$ cat src/rtl/countdown_timer_core_if.sv
// -----------------------------------------------------------------------------
// countdown_timer_core_if
// Signal bundle between the digit-setting stage, the countdown core and the
// display/alarm logic.
//   set_value : BCD minutes from the setter ([7:4] tens, [3:0] ones)
//   start     : single-cycle pulse, load and run / resume
//   pause     : single-cycle pulse, toggle RUN/PAUSE
//   clear     : single-cycle pulse, abort to IDLE
//   min_bcd   : current minutes, BCD
//   sec_bcd   : current seconds, BCD
//   running   : high while counting
//   expired   : high once the count has reached 00:00
//   done      : one-cycle pulse on reaching 00:00
// master drives the controls and observes the time; slave is the core.
// -----------------------------------------------------------------------------
interface countdown_timer_core_if;
  logic [7:0] set_value;
  logic       start;
  logic       pause;
  logic       clear;
  logic [7:0] min_bcd;
  logic [7:0] sec_bcd;
  logic       running;
  logic       expired;
  logic       done;

  modport master (
    output set_value, start, pause, clear,
    input  min_bcd, sec_bcd, running, expired, done
  );

  modport slave (
    input  set_value, start, pause, clear,
    output min_bcd, sec_bcd, running, expired, done
  );
endinterface

$ cat src/rtl/countdown_timer_core.sv
// -----------------------------------------------------------------------------
// countdown_timer_core
// Runs a two-digit BCD minute setting down to 00:00 in MM:SS form, one second
// per TICK_DIV clock cycles.
// Ports:
//   clk   : system clock, rising edge
//   reset : asynchronous, active-high
//   tmr   : countdown_timer_core_if.slave (set_value/start/pause/clear in,
//           min_bcd/sec_bcd/running/expired/done out)
// Parameters:
//   TICK_DIV : clk cycles per one-second tick (>= 2)
//   CNT_W    : prescaler width, 2**CNT_W >= TICK_DIV
// -----------------------------------------------------------------------------
module countdown_timer_core #(
  parameter int TICK_DIV = 50000000,
  parameter int CNT_W    = 26
) (
  input logic                    clk,
  input logic                    reset,
  countdown_timer_core_if.slave  tmr
);

  typedef enum logic [1:0] {IDLE, RUN, PAUSE, DONE} state_t;

  localparam logic [CNT_W-1:0] PRESC_LAST = CNT_W'(TICK_DIV - 1);

  state_t           state;
  logic [CNT_W-1:0] presc;
  logic [7:0]       min_q;
  logic [7:0]       sec_q;
  logic             running_q;
  logic             expired_q;
  logic             done_q;

  logic [7:0]       set_clamped;
  logic             set_nonzero;
  logic [15:0]      time_dec;
  logic             tick;
  logic             last_sec;

  function automatic logic [3:0] clamp_digit(input logic [3:0] d);
    return (d > 4'd9) ? 4'd9 : d;
  endfunction

  function automatic logic [7:0] clamp_bcd(input logic [7:0] v);
    return {clamp_digit(v[7:4]), clamp_digit(v[3:0])};
  endfunction

  // One-second BCD decrement of MM:SS; seconds wrap 00 -> 59 with a borrow
  // from minutes. Never called at 00:00 because the core leaves RUN at 00:01.
  function automatic logic [15:0] dec_time(input logic [7:0] m,
                                           input logic [7:0] s);
    logic [7:0] m_n;
    logic [7:0] s_n;
    m_n = m;
    s_n = s;
    if (s[3:0] != 4'd0) begin
      s_n[3:0] = s[3:0] - 4'd1;
    end else if (s[7:4] != 4'd0) begin
      s_n[7:4] = s[7:4] - 4'd1;
      s_n[3:0] = 4'd9;
    end else begin
      s_n = 8'h59;
      if (m[3:0] != 4'd0) begin
        m_n[3:0] = m[3:0] - 4'd1;
      end else begin
        m_n[3:0] = 4'd9;
        m_n[7:4] = m[7:4] - 4'd1;
      end
    end
    return {m_n, s_n};
  endfunction

  always_comb begin
    set_clamped = clamp_bcd(tmr.set_value);
    set_nonzero = (set_clamped != 8'h00);
    time_dec    = dec_time(min_q, sec_q);
    tick        = (presc == PRESC_LAST);
    last_sec    = (min_q == 8'h00) && (sec_q == 8'h01);
  end

  // Priority each cycle: clear > start > pause > tick.
  always_ff @(posedge clk or posedge reset) begin
    if (reset) begin
      state     <= IDLE;
      presc     <= '0;
      min_q     <= 8'h00;
      sec_q     <= 8'h00;
      running_q <= 1'b0;
      expired_q <= 1'b0;
      done_q    <= 1'b0;
    end else begin
      done_q <= 1'b0;
      if (tmr.clear) begin
        // Time digits are left alone here; IDLE reloads them next cycle.
        state     <= IDLE;
        presc     <= '0;
        running_q <= 1'b0;
        expired_q <= 1'b0;
      end else begin
        case (state)
          IDLE: begin
            min_q <= set_clamped;
            sec_q <= 8'h00;
            if (tmr.start && set_nonzero) begin
              state     <= RUN;
              presc     <= '0;
              running_q <= 1'b1;
            end
          end
          RUN: begin
            if (tmr.pause) begin
              // A tick landing on this cycle is dropped; prescaler holds.
              state     <= PAUSE;
              running_q <= 1'b0;
            end else if (tick) begin
              presc          <= '0;
              {min_q, sec_q} <= time_dec;
              if (last_sec) begin
                state     <= DONE;
                running_q <= 1'b0;
                expired_q <= 1'b1;
                done_q    <= 1'b1;
              end
            end else begin
              presc <= presc + CNT_W'(1);
            end
          end
          PAUSE: begin
            if (tmr.start || tmr.pause) begin
              state     <= RUN;
              running_q <= 1'b1;
            end
          end
          DONE: begin
            if (tmr.start && set_nonzero) begin
              state     <= RUN;
              presc     <= '0;
              min_q     <= set_clamped;
              sec_q     <= 8'h00;
              running_q <= 1'b1;
              expired_q <= 1'b0;
            end
          end
          default: begin
            state     <= IDLE;
            running_q <= 1'b0;
            expired_q <= 1'b0;
          end
        endcase
      end
    end
  end

  assign tmr.min_bcd = min_q;
  assign tmr.sec_bcd = sec_q;
  assign tmr.running = running_q;
  assign tmr.expired = expired_q;
  assign tmr.done    = done_q;

endmodule

$ cat src/flat_wrapper.sv
// flat-port wrapper written by rule: the top's interface ports become plain ports
module countdown_timer_core_flat 
#(
  parameter int TICK_DIV = 50000000,
  parameter int CNT_W    = 26
)
  (clk, reset, tmr_set_value, tmr_start, tmr_pause, tmr_clear, tmr_min_bcd, tmr_sec_bcd, tmr_running, tmr_expired, tmr_done);
  countdown_timer_core_if tmr_i ();
  input logic clk;
  input logic reset;
  input wire logic [$bits(tmr_i.set_value)-1:0] tmr_set_value;
  input wire logic [$bits(tmr_i.start)-1:0] tmr_start;
  input wire logic [$bits(tmr_i.pause)-1:0] tmr_pause;
  input wire logic [$bits(tmr_i.clear)-1:0] tmr_clear;
  output wire logic [$bits(tmr_i.min_bcd)-1:0] tmr_min_bcd;
  output wire logic [$bits(tmr_i.sec_bcd)-1:0] tmr_sec_bcd;
  output wire logic [$bits(tmr_i.running)-1:0] tmr_running;
  output wire logic [$bits(tmr_i.expired)-1:0] tmr_expired;
  output wire logic [$bits(tmr_i.done)-1:0] tmr_done;
  assign tmr_i.set_value = tmr_set_value;
  assign tmr_i.start = tmr_start;
  assign tmr_i.pause = tmr_pause;
  assign tmr_i.clear = tmr_clear;
  assign tmr_min_bcd = tmr_i.min_bcd;
  assign tmr_sec_bcd = tmr_i.sec_bcd;
  assign tmr_running = tmr_i.running;
  assign tmr_expired = tmr_i.expired;
  assign tmr_done = tmr_i.done;
  countdown_timer_core #(.TICK_DIV(TICK_DIV), .CNT_W(CNT_W)) u_core (.clk(clk), .reset(reset), .tmr(tmr_i));
endmodule
$ cat config.mk
export PLATFORM = sky130hd
export DESIGN_NAME = countdown_timer_core_flat
export DESIGN_NICKNAME = d
export VERILOG_FILES = /design/src/rtl/countdown_timer_core_if.sv /design/src/rtl/countdown_timer_core.sv /design/src/flat_wrapper.sv
export SDC_FILE = /design/constraint.sdc
export NUM_CORES = 1
export LEC_CHECK = 0
export CORE_MARGIN = 3
export CORE_UTILIZATION = 62
export DETAILED_ROUTE_END_ITERATION = 12
export HOLD_SLACK_MARGIN = 0.12
export PLACE_DENSITY_LB_ADDON = 0.08
export SYNTH_ARGS = -nofsm -noshare
export SYNTH_HDL_FRONTEND = slang
export SYNTH_SLANG_ARGS = --single-unit
$ cat constraint.sdc
create_clock -name clk -period 3.3 [get_ports clk]
set_clock_uncertainty 0.1 [all_clocks]
set_input_delay 0.33 -clock clk [delete_from_list [all_inputs] [get_ports clk]]
set_output_delay 0.33 -clock clk [all_outputs]
set_load 0.03 [all_outputs]
==> impl_metrics.py, run 1 <==
metrics = {
    "sta": {
        "hold_violation_count_in_the_final_report": 0,
        "fmax_mhz": 384.9,
        "setup_viol": 0,
        "max_slew_violation_count": 0,
        "worst_slew_pin_tran_ns": 1.001,
        "timing.slew.headroom_pct": 33.15,
        "final.min_clock_period_ns": 2.598,
        "fin_tns_setup_ns": 0,
        "rsz_0062_raised_after_global_routing": "no",
        "min_period_over_period_pct": 78.74,
        "finalHoldWorstSlack_ns": 0.4477,
    },
    "layout": {
        "areaGrowthSynthToFinish_pct": 13.08,
        "most-common-layout-cells": "sky130_fd_sc_hd__dfrtp_1 (47), sky130_fd_sc_hd__nor2_1 (33), sky130_fd_sc_hd__clkdlybuf4s50_1 (31)",
        "mostFrequentLayoutCell": "sky130_fd_sc_hd__dfrtp_1",
        "antennaDiodeCount": 0,
        "layout.cells.non_filler": 430,
        "postLayoutCoreUtil_pct": 73.67,
        "finish.net_count": 386,
        "drive_gt1_share_pct": 8.540,
    },
    "clocking": {
        "cts_buffers": 5,
        "worstSkewPairLatency_ns": 0.30,
        "cts_hold_buf": 0,
        "cts_setup_buffers": 0,
        "number_of_clock_sinks_seen_by_cts": 47,
        "htree_num_levels": 2,
        "cts.repair.resized": 0,
        "cts_tree": "yes",
        "ctsLongestPathBuffers": 2,
        "reg_clk_slew_reported_paths_ns": 0.08,
        "library_cell_used_as_clock_root_buffer": "sky130_fd_sc_hd__clkbuf_8",
    },
    "die": {
        "die_w_um": 76.92,
        "fp.dieH_um": 76.92,
        "floorplan.core_area_um2": 4786,
        "die_area_um2": 5916,
        "initial_utilization_pct": 65.15,
        "design.portCount": 32,
        "placement_rows": 25,
    },
    "pwr": {
        "power_mw": 2.283,
        "p_leak_nw": 1.362,
        "irDropWorstVdd_uv": 340.2,
        "pwr_density_cell_nw_per_um2": 647.5,
    },
    "yosys": {
        "synth-main-ff-cell": "sky130_fd_sc_hd__dfrtp_1",
        "synthesis.area_per_instance_um2": 9.198,
        "post_synth_instance_area_um2": 3118,
        "synth_sequential_area_ratio_pct": 37.72,
        "synth_mux_area_share_pct": 2.047,
        "syn-instance-count": 339,
        "yosys.area_share.xor_xnor_pct": 5.899,
        "synth.distinct_cells": 66,
        "number_of_warnings_reported_in_the_yosys_synthesis_log": 0,
        "synth_edf_count": 0,
        "synth-async-reset-ratio_pct": 100.0,
        "synth_simple_gate_area_share_pct": 23.15,
        "synth_compound_area_share_pct": 20.30,
        "synth-seq-cells": 47,
        "mapped_nets": 363,
        "dominant_combinational_cell_family_by_area_after_synthesis": "simple AND/OR/NAND/NOR gates",
        "synth-adder-area-share_pct": 4.414,
    },
    "drt": {
        "routed_via_density": 6.302,
        "postRouteAntennaNets": 0,
        "postRouteWirelength_um": 7096,
        "drt-initial-drc-count": 186,
        "drt_pre_antenna_iters": 4,
        "post_drt_wl_per_cell_um": 16.50,
        "drcViolationCount": 0,
        "vias": 2710,
    },
    "global_routing": {
        "grt_util_overall_pct": 25.85,
        "first_global_vias": 2695,
        "antenna_found_initial": 0,
        "grt_start_max_net_pins": 48,
        "grt_total_ovfl": 0,
        "grt_pass1_wl_um": 12600,
    },
    "critical_path": {
        "setup.worst_path.class": "reg2reg",
        "critical_path.max_stage_delay_ns": 0.69,
        "cp.required_ns": 3.36,
        "cp.arrival_ns": 2.65,
        "crit_chain": "nor4b_1, nand4_1, nor3_1, a211o_1, nor2_1",
        "maximum_fanout_encountered_on_the_critical_timing_path": 25,
        "critical_path.endpoint_type": "register",
        "critPathTopFamily": "simple AND/OR/NAND/NOR gates",
        "setup.worst_path.start_class": "register",
        "cp.buffers_inverters": 0,
        "cp_max_delay_cell": "sky130_fd_sc_hd__a211o_1",
    },
    "placement": {
        "routability_congestion_estimate_from_global_placement": 0.8659,
        "numPortBuffers": 31,
        "placedCellCount": 422,
        "hpwlAfterDp_um": 4999,
    },
    "flow_run": {
        "max_cap_viol_count": 0,
    },
    "status": {
        "status": "finished, final reports clean",
    },
    "min_path": {
        "hp-class": "reg2reg",
    },
}
-- worst paths after layout --
check / startpoint / end / slack, ns / cells past startpoint
worst max-delay path: u_core.presc[9]$_DFFE_PP0P_ / u_core.presc[18]$_DFFE_PP0P_ / 0.70 / 5
worst min-delay path: u_core.tmr.running$_DFFE_PP0P_ / u_core.tmr.running$_DFFE_PP0P_ / 0.45 / 2
worst max register to register: u_core.presc[9]$_DFFE_PP0P_ / u_core.presc[18]$_DFFE_PP0P_ / 0.70 / 5
worst min register to register: u_core.tmr.running$_DFFE_PP0P_ / u_core.tmr.running$_DFFE_PP0P_ / 0.45 / 2
max in group asynchronous: reset / u_core.presc[3]$_DFFE_PP0P_ / 2.00 / 2
min in group asynchronous: reset / u_core.tmr.min_bcd[0]$_DFFE_PP0P_ / 0.47 / 2
-- sequential cells by signal, indices dropped and copies added, names as in the netlist --
register            flops
u_core.presc           26
u_core.state            2
u_core.tmr.sec_bcd      8
u_core.tmr.done         1
u_core.tmr.min_bcd      8
u_core.tmr.expired      1
u_core.tmr.running      1
-- cell usage after synthesis, types with 3 or more instances --
cell type	n	area, µm²
sky130_fd_sc_hd__clkbuf_8	3	41.29
sky130_fd_sc_hd__nand4_1	8	50.05
sky130_fd_sc_hd__a211oi_1	7	52.55
sky130_fd_sc_hd__nor2_1	33	123.9
sky130_fd_sc_hd__mux2i_1	3	30.03
sky130_fd_sc_hd__xnor2_1	19	166.4
sky130_fd_sc_hd__o31ai_1	4	30.03
sky130_fd_sc_hd__o211ai_1	6	45.04
sky130_fd_sc_hd__and3_1	3	18.77
sky130_fd_sc_hd__o21ai_0	13	65.06
sky130_fd_sc_hd__buf_6	3	33.78
sky130_fd_sc_hd__nor3_1	7	35.03
sky130_fd_sc_hd__a31oi_1	3	18.77
sky130_fd_sc_hd__inv_1	18	67.56
sky130_fd_sc_hd__buf_2	8	40.04
sky130_fd_sc_hd__a21oi_1	23	115.1
sky130_fd_sc_hd__nand3_1	17	85.08
sky130_fd_sc_hd__nand3b_1	3	22.52
sky130_fd_sc_hd__ha_1	11	137.6
sky130_fd_sc_hd__a2111oi_0	5	43.79
sky130_fd_sc_hd__or4_1	5	37.54
sky130_fd_sc_hd__or3_1	4	25.02
sky130_fd_sc_hd__nand2_1	20	75.07
sky130_fd_sc_hd__dfrtp_1	47	1176
sky130_fd_sc_hd__clkbuf_1	5	18.77
sky130_fd_sc_hd__and4_1	6	52.55
-- where the power goes --
part           switching (mW)  internal [mW]
registers               0.143          0.676
logic                   0.615          0.406
clock network           0.198          0.245
total                   0.956           1.33
-- per-layer routing --
| metal | track usage [%] | part of all wire, % | vias up |
|---|---|---|---|
| met1 | 33.06 | 44 | 1317 |
| met3 | 4.812 | 3.7 | 15 |
| met4 | 8.514 | 1.8 | 0 |
| met5 | 0 | 0 | - |
| met2 | 43.99 | 50 | 67 |
| li1 | - | - | 1311 |
-- metrics by stage --
stage	cell area [µm²]	worst slack (ns)
3_5_place_dp	3408	0.6330
4_1_cts	3526	0.6921
3_3_place_gp	3408	0.6868
5_1_grt	3526	0.3432
6_report	3526	0.7016
2_1_floorplan	3118	0.9388
-- tightest hold or removal path: cells and delay by family (launching register included) --
kind	cells	cell delay [ns]
flip-flops	1	0.40
AND/OR/NAND/NOR	1	0.06
AO/OA/AOI/OAI	1	0.05
-- logic make-up after synthesis --
| family | Yosys count |
|---|---|
| buffers and inverters | 37 |
| AND/OR/NAND/NOR | 126 |
| AO/OA/AOI/OAI | 91 |
| XOR/XNOR | 21 |
| multiplexers | 6 |
| adder cells (fa/ha/maj) | 11 |
| flip-flops | 47 |
-- cell type report --
class / instances / area [µm²]
Clock buffer: 6 / 82.58
Tap cell: 67 / 83.83
Sequential cell: 47 / 1176
Clock inverter: 2 / 35.03
Multi-Input combinational cell: 255 / 1740
Timing Repair Buffer: 35 / 340.3
Fill cell: 378 / 1260
Inverter: 18 / 67.56
(Power assumes the default switching activity.)
==> run 2, diff against run 1 <==
- CORE_UTILIZATION: 62 -> 52
- clock period: 3.3 -> 2.25 ns (I/O delays scaled with it)
==> run 2 against run 1 <==
Against the previous run: the flow now finishes with violations (negative setup slack); global-route usage shrank 1.2 points; critical endpoint is now u_core.tmr.min_bcd[6]$_DFFE_PP0P_; hold slack lost 0.0037 ns; setup slack lost 0.78 ns; flip-flop and latch count is the same; count of clock-buffer cells in the layout shrank 1; largest power group unchanged; sequential share of layout area shrank 5.6 points; highest routed layer unchanged.
==> impl_metrics.py, run 2 (synthesis gave the netlist of run 1 again) <==
metrics = {
    "status": {
        "status": "complete, but fails checks",
        "failed_checks": "negative setup slack",
    },
    "layout": {
        "registers.top_by_ff_count": "u_core.presc",
        "antennaDiodeCount": 0,
        "final_area_um2": 4254,
        "largest_reg_flops": 26,
        "layout.cells.non_filler": 503,
        "most-common-layout-cells": "sky130_fd_sc_hd__buf_4 (68), sky130_fd_sc_hd__dfrtp_1 (43), sky130_fd_sc_hd__nor2_1 (32)",
        "mostFrequentLayoutCell": "sky130_fd_sc_hd__buf_4",
        "drive_gt1_share_pct": 30.86,
        "finish.net_count": 454,
        "fill_cells": 398,
        "areaGrowthSynthToFinish_pct": 36.44,
    },
    "drt": {
        "met2_wirelength_um": 4329,
        "post_drt_wl_per_cell_um": 17.27,
        "top_layer_used": "met4",
        "postRouteAntennaNets": 0,
        "routed_via_density": 6.018,
        "drt_pre_antenna_iters": 5,
        "drt-initial-drc-count": 188,
        "wl_met1_um": 3690,
        "postRouteWirelength_um": 8688,
        "vias": 3027,
        "met3WireLength_um": 433,
        "drcViolationCount": 0,
    },
    "clocking": {
        "worstSkewPairLatency_ns": 0.30,
        "reg_clk_slew_reported_paths_ns": 0.09,
        "ctsLongestPathBuffers": 2,
        "cts_tree": "yes",
        "cts_buffers": 5,
        "number_of_clock_sinks_seen_by_cts": 47,
        "library_cell_used_as_clock_root_buffer": "sky130_fd_sc_hd__clkbuf_8",
        "htree_num_levels": 2,
    },
    "die": {
        "die_area_um2": 6961,
        "initial_utilization_pct": 55.27,
        "design.portCount": 32,
        "floorplan.core_area_um2": 5642,
        "fp.dieH_um": 83.44,
        "placement_rows": 27,
        "die_w_um": 83.44,
    },
    "sta": {
        "fmax_mhz": 429.5,
        "rsz_0062_raised_after_global_routing": "yes",
        "max_slew_violation_count": 0,
        "hold_violation_count_in_the_final_report": 0,
        "setup_viol": 2,
        "setup_slack_ns": -0.07806,
        "min_period_over_period_pct": 103.5,
        "final.min_clock_period_ns": 2.328,
        "worst_slew_pin_tran_ns": 0.4655,
        "timing.slew.headroom_pct": 68.78,
    },
    "pwr": {
        "sw_share_pct": 41.87,
        "internal_power_mw": 2.229,
        "pwr-share-seq_pct": 29.9,
        "pwr_density_cell_nw_per_um2": 901.6,
        "p_comb_share_pct": 57.0,
        "p_leak_nw": 1.712,
        "power.share.clock_pct": 13.2,
        "switching_power_mw": 1.606,
        "irDropWorstVdd_uv": 653.4,
    },
    "critical_path": {
        "critical_path.endpoint_type": "register",
        "maximum_fanout_encountered_on_the_critical_timing_path": 9,
        "rrSetupSlack_ns": -0.08,
        "setup.worst_path.class": "reg2reg",
        "cp_max_delay_cell": "sky130_fd_sc_hd__or4_1",
        "regToRegEndpoint": "u_core.tmr.min_bcd[6]$_DFFE_PP0P_",
        "timing.critical_path.to": "u_core.tmr.min_bcd[6]$_DFFE_PP0P_",
        "crit_chain": "buf_4, ha_1, a211o_1, a21oi_4, o21ai_4, or4_1, o211ai_1",
        "r2r_depth": 7,
        "critical_path.reg2reg.startpoint": "u_core.state[1]$_DFFE_PP0P_",
        "cp.arrival_ns": 2.43,
        "crit_start": "u_core.state[1]$_DFFE_PP0P_",
        "setup.worst_path.start_class": "register",
        "cp.required_ns": 2.36,
        "critical_path.max_stage_delay_ns": 0.49,
    },
    "global_routing": {
        "grt_util_overall_pct": 24.64,
        "grt_pass1_wl_um": 14210,
        "grt_start_max_net_pins": 26,
        "first_global_vias": 2998,
        "antenna_found_initial": 0,
        "grt_total_ovfl": 0,
    },
    "flow_run": {
        "max_cap_viol_count": 0,
    },
    "min_path": {
        "hp-class": "reg2reg",
    },
    "placement": {
        "postPlaceCellArea_um2": 3909,
        "hpwlAfterDp_um": 6081,
        "routability_congestion_estimate_from_global_placement": 0.9326,
        "placedCellCount": 490,
        "numPortBuffers": 31,
    },
}
-- run 2: cell count changes in the layout (fill, tap and decap cells not counted), moves of 3 or more --
cell,change
sky130_fd_sc_hd__a2111oi_0,-5
sky130_fd_sc_hd__inv_2,+5
sky130_fd_sc_hd__ha_4,+3
sky130_fd_sc_hd__a2111oi_2,+4
sky130_fd_sc_hd__inv_1,-5
sky130_fd_sc_hd__ha_1,-4
sky130_fd_sc_hd__dfrtp_2,+4
sky130_fd_sc_hd__a211oi_2,+4
sky130_fd_sc_hd__dfrtp_1,-4
sky130_fd_sc_hd__a211oi_1,-4
sky130_fd_sc_hd__buf_4,+64
-- run 2: power by group through the flow --
| stage | combinational [mW] | sequential [mW] | clock [mW] |
|---|---|---|---|
| after global placement | 1.90 | 1.14 | 0 |
| after detailed placement | 1.93 | 1.15 | 0 |
| after floorplan | 0.810 | 1.44 | 0 |
| after global routing | 2.33 | 1.17 | 0.566 |
| after CTS | 1.98 | 1.13 | 0.527 |
| final | 2.18 | 1.15 | 0.505 |
-- run 2: layer usage --
| metal | GRT usage [%] | vias to the layer above |
|---|---|---|
| met1 | 31.95 | 1446 |
| met3 | 3.472 | 24 |
| met5 | 0 | - |
| met4 | 8.187 | 0 |
| li1 | - | 1444 |
| met2 | 42.27 | 113 |
-- run 2: how the worst min path moves through the flow --
stage / from / endpoint / slack (ns) / cells past startpoint
after CTS: u_core.presc[25]$_DFFE_PP0P_ / u_core.presc[25]$_DFFE_PP0P_ / 0.45 / 2
after floorplan: tmr_set_value[3] / u_core.tmr.min_bcd[3]$_DFFE_PP0P_ / 0.30 / 2
after global placement: reset / u_core.tmr.min_bcd[1]$_DFFE_PP0P_ / 0.40 / 2
after global routing: u_core.tmr.running$_DFFE_PP0P_ / u_core.tmr.running$_DFFE_PP0P_ / 0.50 / 2
after detailed placement: reset / u_core.tmr.min_bcd[2]$_DFFE_PP0P_ / 0.41 / 2
final: u_core.tmr.running$_DFFE_PP0P_ / u_core.tmr.running$_DFFE_PP0P_ / 0.44 / 2
-- run 2: final cells by class --
| class | instances | area [µm²] | area share, % |
|---|---|---|---|
| clock inverters | 3 | 15.01 | 0.3529 |
| repair buffers | 103 | 882.1 | 20.74 |
| clock buffers | 5 | 68.82 | 1.618 |
| multi-input cells | 255 | 1949 | 45.82 |
| well taps | 72 | 90.09 | 2.118 |
| inverters | 18 | 67.56 | 1.588 |
| flip-flops and latches | 47 | 1181 | 27.76 |
-- run 2: worst max-delay path: cells and delay by family (launching register included) --
kind                       cells  cell delay (ns)
buffers and inverters          1             0.16
adders and majority gates      1             0.19
AOI/OAI and AO/OA              4             0.86
DFF                            1             0.43
and+or+nand+nor                1             0.49
-- run 2: per-stage QoR --
step	setup slack (ns)	setup TNS (ns)	hold slack [ns]	total power, mW	utilization, %
2_1_floorplan	0.006027	0	0.2992	2.255	-
3_3_place_gp	-0.1062	-1.797	0.4021	3.046	69.28
3_5_place_dp	-0.1495	-3.119	0.4070	3.082	69.28
4_1_cts	-0.03582	-0.03670	0.4497	3.640	71.61
5_1_grt	-0.1202	-0.5466	0.5044	4.066	75.40
6_report	-0.07806	-0.09239	0.4441	3.835	75.40
-- run 2: repair_timing --
| action | CTS | global route |
|---|---|---|
| pin swaps | 1 | 4 |
| buffers inserted | 0 | 5 |
| resized for setup | 11 | 37 |
| cloned | 0 | 0 |
| setup endpoints to repair | 10 | 31 |
| hold buffers | 1 | 0 |
| hold endpoints to repair | 12 | 0 |
